[config.mk]
export PLATFORM = sky130hd
export DESIGN_NAME = mmio_input_port
export DESIGN_NICKNAME = d
export VERILOG_FILES = /design/src/rtl/mmio_input_port.sv
export SDC_FILE = /design/constraint.sdc
export NUM_CORES = 1
export LEC_CHECK = 0
export BUFFER_PORTS_ARGS = -buffer_cell sky130_fd_sc_hd__buf_4
export CORE_ASPECT_RATIO = 2
export CORE_MARGIN = 2
export CORE_UTILIZATION = 55
export DETAILED_ROUTE_END_ITERATION = 10
export GPL_ROUTABILITY_DRIVEN = 1
export PLACE_DENSITY = 0.74
export SETUP_SLACK_MARGIN = 0.05
export SLEW_MARGIN = 20
export SYNTH_ARGS = -nofsm -noshare
export SYNTH_HDL_FRONTEND = slang
export SYNTH_SLANG_ARGS = --single-unit
export TNS_END_PERCENT = 5
[constraint.sdc]
create_clock -name clk -period 2.2 [get_ports clk]
set_clock_uncertainty 0.05 [all_clocks]
set_input_delay 0 -clock clk [delete_from_list [all_inputs] [get_ports clk]]
set_output_delay 0 -clock clk [all_outputs]
set_load 0.01 [all_outputs]
[src/rtl/mmio_input_port.sv]
// mmio_input_port: debounced KEY/SW inputs with sticky press/release flags and press counters on the CPU data bus.
// Latency: rdata 1 cycle after the access; raw input edge to stable value 2+DEBOUNCE_CYCLES cycles.
// Backpressure: none, every access completes in one cycle. Define MMIO_INPUT_IRQ_EN for the irq output and IRQ_MASK register.
module mmio_input_port #(
    parameter logic [31:0] BASE_ADDR       = 32'h0000_1000,
    parameter int unsigned DEBOUNCE_CYCLES = 500000,
    parameter int unsigned N_KEYS          = 4,
    parameter int unsigned N_SW            = 10
) (
    input  logic              clk,
    input  logic              reset_n,
    input  logic [N_KEYS-1:0] key_n,
    input  logic [N_SW-1:0]   sw,
    input  logic [31:0]       addr,
    input  logic [31:0]       wdata,
    input  logic              we,
    output logic [31:0]       rdata,
    output logic              hit
`ifdef MMIO_INPUT_IRQ_EN
    ,
    output logic              irq
`endif
);

    localparam int unsigned N_IN = N_KEYS + N_SW;
    localparam int unsigned CW   = (DEBOUNCE_CYCLES > 1) ? $clog2(DEBOUNCE_CYCLES) : 1;
    localparam logic [CW-1:0] CNT_MAX = CW'(DEBOUNCE_CYCLES - 1);

    logic [N_IN-1:0]   raw_in;
    logic [N_IN-1:0]   sync1_q, sync2_q;
    logic [N_IN-1:0]   stable_q;
    logic [CW-1:0]     db_cnt_q [N_IN];
    logic [N_IN-1:0]   accept;

    logic [N_KEYS-1:0] evt_press_q, evt_press_d;
    logic [N_KEYS-1:0] evt_rel_q, evt_rel_d;
    logic [7:0]        press_cnt_q [N_KEYS];
    logic [7:0]        press_cnt_d [N_KEYS];
    logic [N_KEYS-1:0] press_det, rel_det;
    logic [31:0]       rdata_q, rdata_d, rd_val;

    logic [1:0]        offset;
    logic              wr_en, rd_en, evt_clr_en, cnt_clr_en;
    logic              unused_ok;

    // Keys are inverted ahead of the synchroniser so a freshly reset flop already reads "released".
    assign raw_in    = {sw, ~key_n};
    assign unused_ok = ^{addr[1:0], wdata[31:8]};

    always_comb begin
        for (int i = 0; i < int'(N_IN); i++) begin
            accept[i] = (sync2_q[i] != stable_q[i]) && (db_cnt_q[i] == CNT_MAX);
        end
    end

    always_ff @(posedge clk or negedge reset_n) begin
        if (!reset_n) begin
            sync1_q  <= '0;
            sync2_q  <= '0;
            stable_q <= '0;
            for (int i = 0; i < int'(N_IN); i++) begin
                db_cnt_q[i] <= '0;
            end
        end else begin
            sync1_q  <= raw_in;
            sync2_q  <= sync1_q;
            stable_q <= stable_q ^ accept;
            for (int i = 0; i < int'(N_IN); i++) begin
                if ((sync2_q[i] == stable_q[i]) || accept[i]) begin
                    db_cnt_q[i] <= '0;
                end else begin
                    db_cnt_q[i] <= db_cnt_q[i] + 1'b1;
                end
            end
        end
    end

    assign hit    = (addr[31:4] == BASE_ADDR[31:4]);
    assign offset = addr[3:2];
    assign wr_en  = hit && we;
    assign rd_en  = hit && !we;

`ifdef MMIO_INPUT_IRQ_EN
    logic [N_KEYS-1:0] irq_mask_q, irq_mask_d;
    logic              irq_q;

    assign irq_mask_d = (wr_en && (offset == 2'd3)) ? wdata[N_KEYS-1:0] : irq_mask_q;
    assign irq        = irq_q;

    always_ff @(posedge clk or negedge reset_n) begin
        if (!reset_n) begin
            irq_mask_q <= '0;
            irq_q      <= 1'b0;
        end else begin
            irq_mask_q <= irq_mask_d;
            irq_q      <= |(evt_press_q & irq_mask_q);
        end
    end
`endif

    always_comb begin
        rd_val = '0;
        case (offset)
            2'd0: begin
                rd_val[N_SW-1:0]     = stable_q[N_IN-1:N_KEYS];
                rd_val[16 +: N_KEYS] = stable_q[N_KEYS-1:0];
            end
            2'd1: rd_val[2*N_KEYS-1:0] = {evt_rel_q, evt_press_q};
            2'd2: begin
                for (int k = 0; k < int'(N_KEYS); k++) begin
                    rd_val[8*k +: 8] = press_cnt_q[k];
                end
            end
            default: begin
`ifdef MMIO_INPUT_IRQ_EN
                rd_val[N_KEYS-1:0] = irq_mask_q;
`endif
            end
        endcase
    end

    // A new event in the same cycle as its clear wins, so edges are never lost.
    always_comb begin
        press_det   = accept[N_KEYS-1:0] & sync2_q[N_KEYS-1:0];
        rel_det     = accept[N_KEYS-1:0] & ~sync2_q[N_KEYS-1:0];
        evt_clr_en  = wr_en && (offset == 2'd1);
        cnt_clr_en  = wr_en && (offset == 2'd2);
        evt_press_d = (evt_press_q & ~(evt_clr_en ? wdata[N_KEYS-1:0] : '0)) | press_det;
        evt_rel_d   = (evt_rel_q & ~(evt_clr_en ? wdata[N_KEYS +: N_KEYS] : '0)) | rel_det;
        for (int k = 0; k < int'(N_KEYS); k++) begin
            press_cnt_d[k] = (cnt_clr_en ? 8'd0 : press_cnt_q[k]) + {7'd0, press_det[k]};
        end
        rdata_d = rd_en ? rd_val : 32'd0;
    end

    always_ff @(posedge clk or negedge reset_n) begin
        if (!reset_n) begin
            evt_press_q <= '0;
            evt_rel_q   <= '0;
            rdata_q     <= '0;
            for (int k = 0; k < int'(N_KEYS); k++) begin
                press_cnt_q[k] <= '0;
            end
        end else begin
            evt_press_q <= evt_press_d;
            evt_rel_q   <= evt_rel_d;
            rdata_q     <= rdata_d;
            for (int k = 0; k < int'(N_KEYS); k++) begin
                press_cnt_q[k] <= press_cnt_d[k];
            end
        end
    end

    assign rdata = rdata_q;

endmodule

Word-level counts from Yosys, hierarchy flattened
Cells that the tools add are included.
- register bits: 380
- bits of input ports: 81
- output and inout port bits: 33
- word-level logic and storage cells: 158
- add/subtract/negate cells: 18
- equal/unequal tests: 45
- muxes and demuxes: 26
- bitwise logic cells: 11
- reduce and logical (&&, ||, !) cells: 34
- operators by type and width (cell ; count):
    19-bit by 1-bit adder with 19-bit output, second input constant ; 14
    19-bit equality test, second input constant ; 14
    19-bit 2-to-1 mux ; 14
    8-bit by 1-bit adder with 8-bit output ; 4
    32-bit 2-to-1 mux ; 1
    8-bit 2-to-1 mux ; 4
    28-bit by 9-bit equality test with 1-bit output, second input constant ; 1
    8-bit one-hot mux with 3 select lines ; 1
    1-bit logical AND ; 18
    4-bit AND ; 4
    4-bit inverter ; 4
    1-bit equality test ; 14
    1-bit logical OR ; 14
    1-bit != test ; 14
    14-bit bitwise XOR ; 1
    12-bit 2-to-1 mux ; 1
    4-bit 2-to-1 mux ; 2
    4-bit bitwise OR ; 2
    4-bit one-hot mux with 2 select lines ; 1
    6-bit 2-to-1 mux ; 1
    2-bit one-hot mux with 2 select lines ; 1
    2-bit by 1-bit equality test with 1-bit output, second input constant ; 1
    2-bit equality test, second input constant ; 1
    2-bit zero test ; 1
    1-bit zero test ; 1

Longest topological paths before layout
- depth after elaboration: 7
- mapped depth: 11
- depth with buffers taken out: 11

Worst setup path before layout
No wires, ideal clock.
- path kind: input-to-reg
- from: input port addr[3]
- to: register press_cnt_q[22] (netlist name)
- setup time: 0.122 ns
- arrival: 2.051 ns
- required time: 2.028 ns
- setup slack: -0.023 ns
- stages: 11
- buffers on the path: 2
- path through: clkbuf_1 -> nand2b_1 -> clkbuf_1 -> nor4_2 -> nor2b_1 -> ha_1 -> ha_1 -> and3_1 -> nand3_1 -> xor2_1 -> nor2_1
- RTL lines (what ; RTL line ; text):
    start, declared ; 14 ; input logic [31:0] addr,
    end signal, assigned by index ; 149 ; press_cnt_q[k] <= press_cnt_d[k];
    end, declared ; 37 ; logic [7:0] press_cnt_q [N_KEYS];

==> results_dict.tcl <==
set metrics [dict create \
    outcome "complete, no violations" \
    grt-ovfl-total 0 \
    fillers 2470 \
    total_leakage_power_nw 9.22 \
    io_buffers 87 \
    path_cells "or4b_1 -> or4_4 -> nor2_1 -> mux2_2" \
    synth_edf_count 0 \
    critPathBufInv 0 \
    vdd_drop_max_mv 0.544 \
    hold_viol 0 \
    synth_cell_types 50 \
    timing.final.crit_share_pct 95.5 \
    die_area_um2 34000 \
    drive_gt1_share_pct 18.6 \
    ys_ff_latch 380 \
    fp.dieW_um 131 \
    cts_sinks 380 \
    wl_um 39200 \
    cp_slowest_cell "or4_4" \
    seq_area_um2 9510 \
    fin_ws_ns 0.0983 \
    critPathArrivalTime_ns 2.46 \
    first_pass_iters 5 \
    synth_ff_type "dfrtp_1" \
    dpl.cell_count 2335 \
    syn_area_um2 17900 \
    die_h_um 259 \
    drt_iter0_markers 576 \
    max_clock_freq_mhz 476 \
    yosysSeqAreaShare_pct 53.3 \
    cts_buffer_depth 3 \
    ys_async_sr_fraction_pct 100 \
    drtAntennaViolNets 0 \
    clk_pin_slew_worst_paths_ns 0.06 \
    worst_pin_slew_ns 0.601 \
    grt_max_degree 88 \
    syn_inst 1738 \
    antennaDiodeCount 0 \
    wl_per_cell_um 16.1 \
    drv_slew 0 \
    h-tree-depth 2 \
    slew_headroom_pct 59.9 \
    dr_total_vias 13875 \
    core_area_um2 32100 \
    pwr_density_cell_nw_per_um2 662 \
    fin_nets 2083 \
    area_growth_pct 21.7 \
    regToRegStartpoint "db_cnt_q[144]" \
    p_total_mw 14.4 \
    path_delay_family "simple AND/OR/NAND/NOR gates" \
    grt_pass1_vias 14134 \
    drc 0 \
    rrSetupSlack_ns 0.1 \
    antenna_found_initial 0 \
    period_needed_ns 2.10 \
    timing.critical_path.from "db_cnt_q[144]" \
    whs_ns 0.0134 \
    tritoncts "yes" \
    avgViaCountPerCell 5.71 \
    worstPathRequired_ns 2.56 \
    crit_fanout 2 \
    rr_worst_depth 4 \
    multi_input_area_um2 8100 \
    grt_first_pass_wirelength_um 65900 \
    hpwl_um 27500 \
    rows 93 \
    rsz0062_at_grt "yes" \
    fin_cells 2432 \
    crit_path_end_kind "flip-flop" \
    hold_class "input pin to flip-flop" \
    place_ws_ns -0.126 \
    pin_count 114 \
    crit_type "flip-flop to flip-flop" \
    setup_viol_count_final 0 \
    cp-start-kind "flip-flop" \
    max_stage_delay_ns 0.56 \
    numCtsBuffers 36 \
    synth_nets 1842 \
    start_util_pct 55.6 \
    avgSynthCellArea_um2 10.3 \
    ys_warn_count 0 \
    cts_root_buffer "clkbuf_16" \
    gp_congestion 0.869 \
    clk_latency_ns 0.53 \
    hold_start "addr[26]" \
    grtUsageTotal_pct 23.1 \
    maxCapViolations 0 \
    crit_cells 4 \
]
worst reg2reg max path, cell delays in order (launching register included):
cell and delay (ns):
dfrtp_1 0.38, or4b_1 0.54, or4_4 0.56, nor2_1 0.12, mux2_2 0.34
kinds of logic (layout without fill, tap and decap cells):
kind of cell / Yosys count / after routing / synth area share [%]
DFF: 380 / 380 / 53.3
xor gates and xnor gates: 191 / 191 / 9.37
AOI/OAI and AO/OA: 202 / 202 / 6.94
muxes: 28 / 28 / 1.67
adders and majority gates: 23 / 23 / 1.61
and+or+nand+nor: 806 / 806 / 24.6
buffers and inverters: 108 / 375 / 2.52
cell usage after synthesis (all sizes together), types with 39 or more instances:
cell type / n / area share [%]
xor2: 71 / 3.5
xnor2: 120 / 5.9
o21ai: 60 / 2.1
nand3: 94 / 2.6
nor2: 232 / 4.9
nor4: 39 / 1.4
nand2: 89 / 1.9
nand4: 63 / 2.3
inv: 58 / 1.2
dfrtp: 380 / 53
a21oi: 90 / 2.5
or3: 54 / 1.9
or4: 55 / 2.4
stage by stage:
| stage | cell area (um^2) | setup TNS, ns | utilization, % |
|---|---|---|---|
| finish | 21700 | 0 | 67.7 |
| CTS | 21500 | 0 | 67.1 |
| global route | 21700 | -0.0563 | 67.7 |
| floorplan | 17900 | 0 | - |
| detailed placement | 19900 | -0.237 | 62.1 |
| global placement | 19900 | -0.0763 | 62.1 |
sequential cells by signal (all words and copies together), names as in the netlist, named ones only:
name and count:
rdata 32, db_cnt_q 266, evt_press_q 4, sync1_q 14, press_cnt_q 32, sync2_q 14
evt_rel_q 4
cell usage in the layout (no fill, tap or decap), types with 8 or more instances in the layout:
cell | synthesis | layout
a221o_1 | 8 | 8
mux2_2 | 14 | 14
o21ai_0 | 52 | 52
or3_1 | 54 | 54
buf_4 | 3 | 212
nand2_1 | 89 | 87
nand3_1 | 94 | 93
o31ai_1 | 33 | 33
xnor2_1 | 120 | 119
clkbuf_16 | 0 | 37
and2_1 | 13 | 9
or4b_1 | 8 | 8
and4_1 | 24 | 23
nor4_1 | 38 | 38
ha_1 | 23 | 14
nor2_1 | 232 | 224
dfrtp_1 | 380 | 379
nor4b_2 | 0 | 8
nand4_1 | 61 | 61
dlygate4sd3_1 | 0 | 30
or2_2 | 12 | 12
mux2i_1 | 14 | 14
nor2b_1 | 27 | 27
buf_12 | 0 | 10
xor2_1 | 71 | 71
or4_1 | 49 | 43
nor4b_1 | 30 | 22
inv_1 | 58 | 58
nor3_1 | 37 | 36
or4_4 | 6 | 12
a21oi_1 | 90 | 90
per-layer routing:
layer	vias to the layer above	wire length, um	global-route usage (%)
met4	0	1400	9.48
met1	6862	14500	24.7
met5	-	0	0
met2	275	22000	45.2
li1	6646	-	-
met3	92	1300	3.13
timing repair:
action	4_1_cts	5_1_grt
hold endpoints to repair	439	0
gates resized for setup	7	42
pin swaps	1	13
setup buffers	1	2
setup endpoints to repair	10	27
hold buffers	30	0
area by class of cell:
cell class,instances,area share [%]
Clock inverter,14,1.02
Sequential cell,380,43.8
Timing Repair Buffer,253,9.70
Clock buffer,50,4.76
Tap cell,427,2.46
Multi-Input combinational cell,1250,37.3
Inverter,58,1.00
worst min-delay path by stage:
stage,cells past startpoint,endpoint
global route,4,rdata[19]
detailed placement,1,db_cnt_q[258]
global placement,1,db_cnt_q[258]
finish,5,press_cnt_q[25]
floorplan,0,asynchronous set/reset pin
CTS,5,press_cnt_q[25]
power by group:
part / switching (mW) / total [mW] / leakage (nW) / internal, mW
registers: 0.0823 / 7.16 / 5.20 / 7.08
logic: 0.366 / 0.614 / 3.40 / 0.249
clock network: 2.61 / 6.60 / 0.620 / 4.00
total: 3.06 / 14.4 / 9.22 / 11.3
Power figures use the tool's default switching activity.
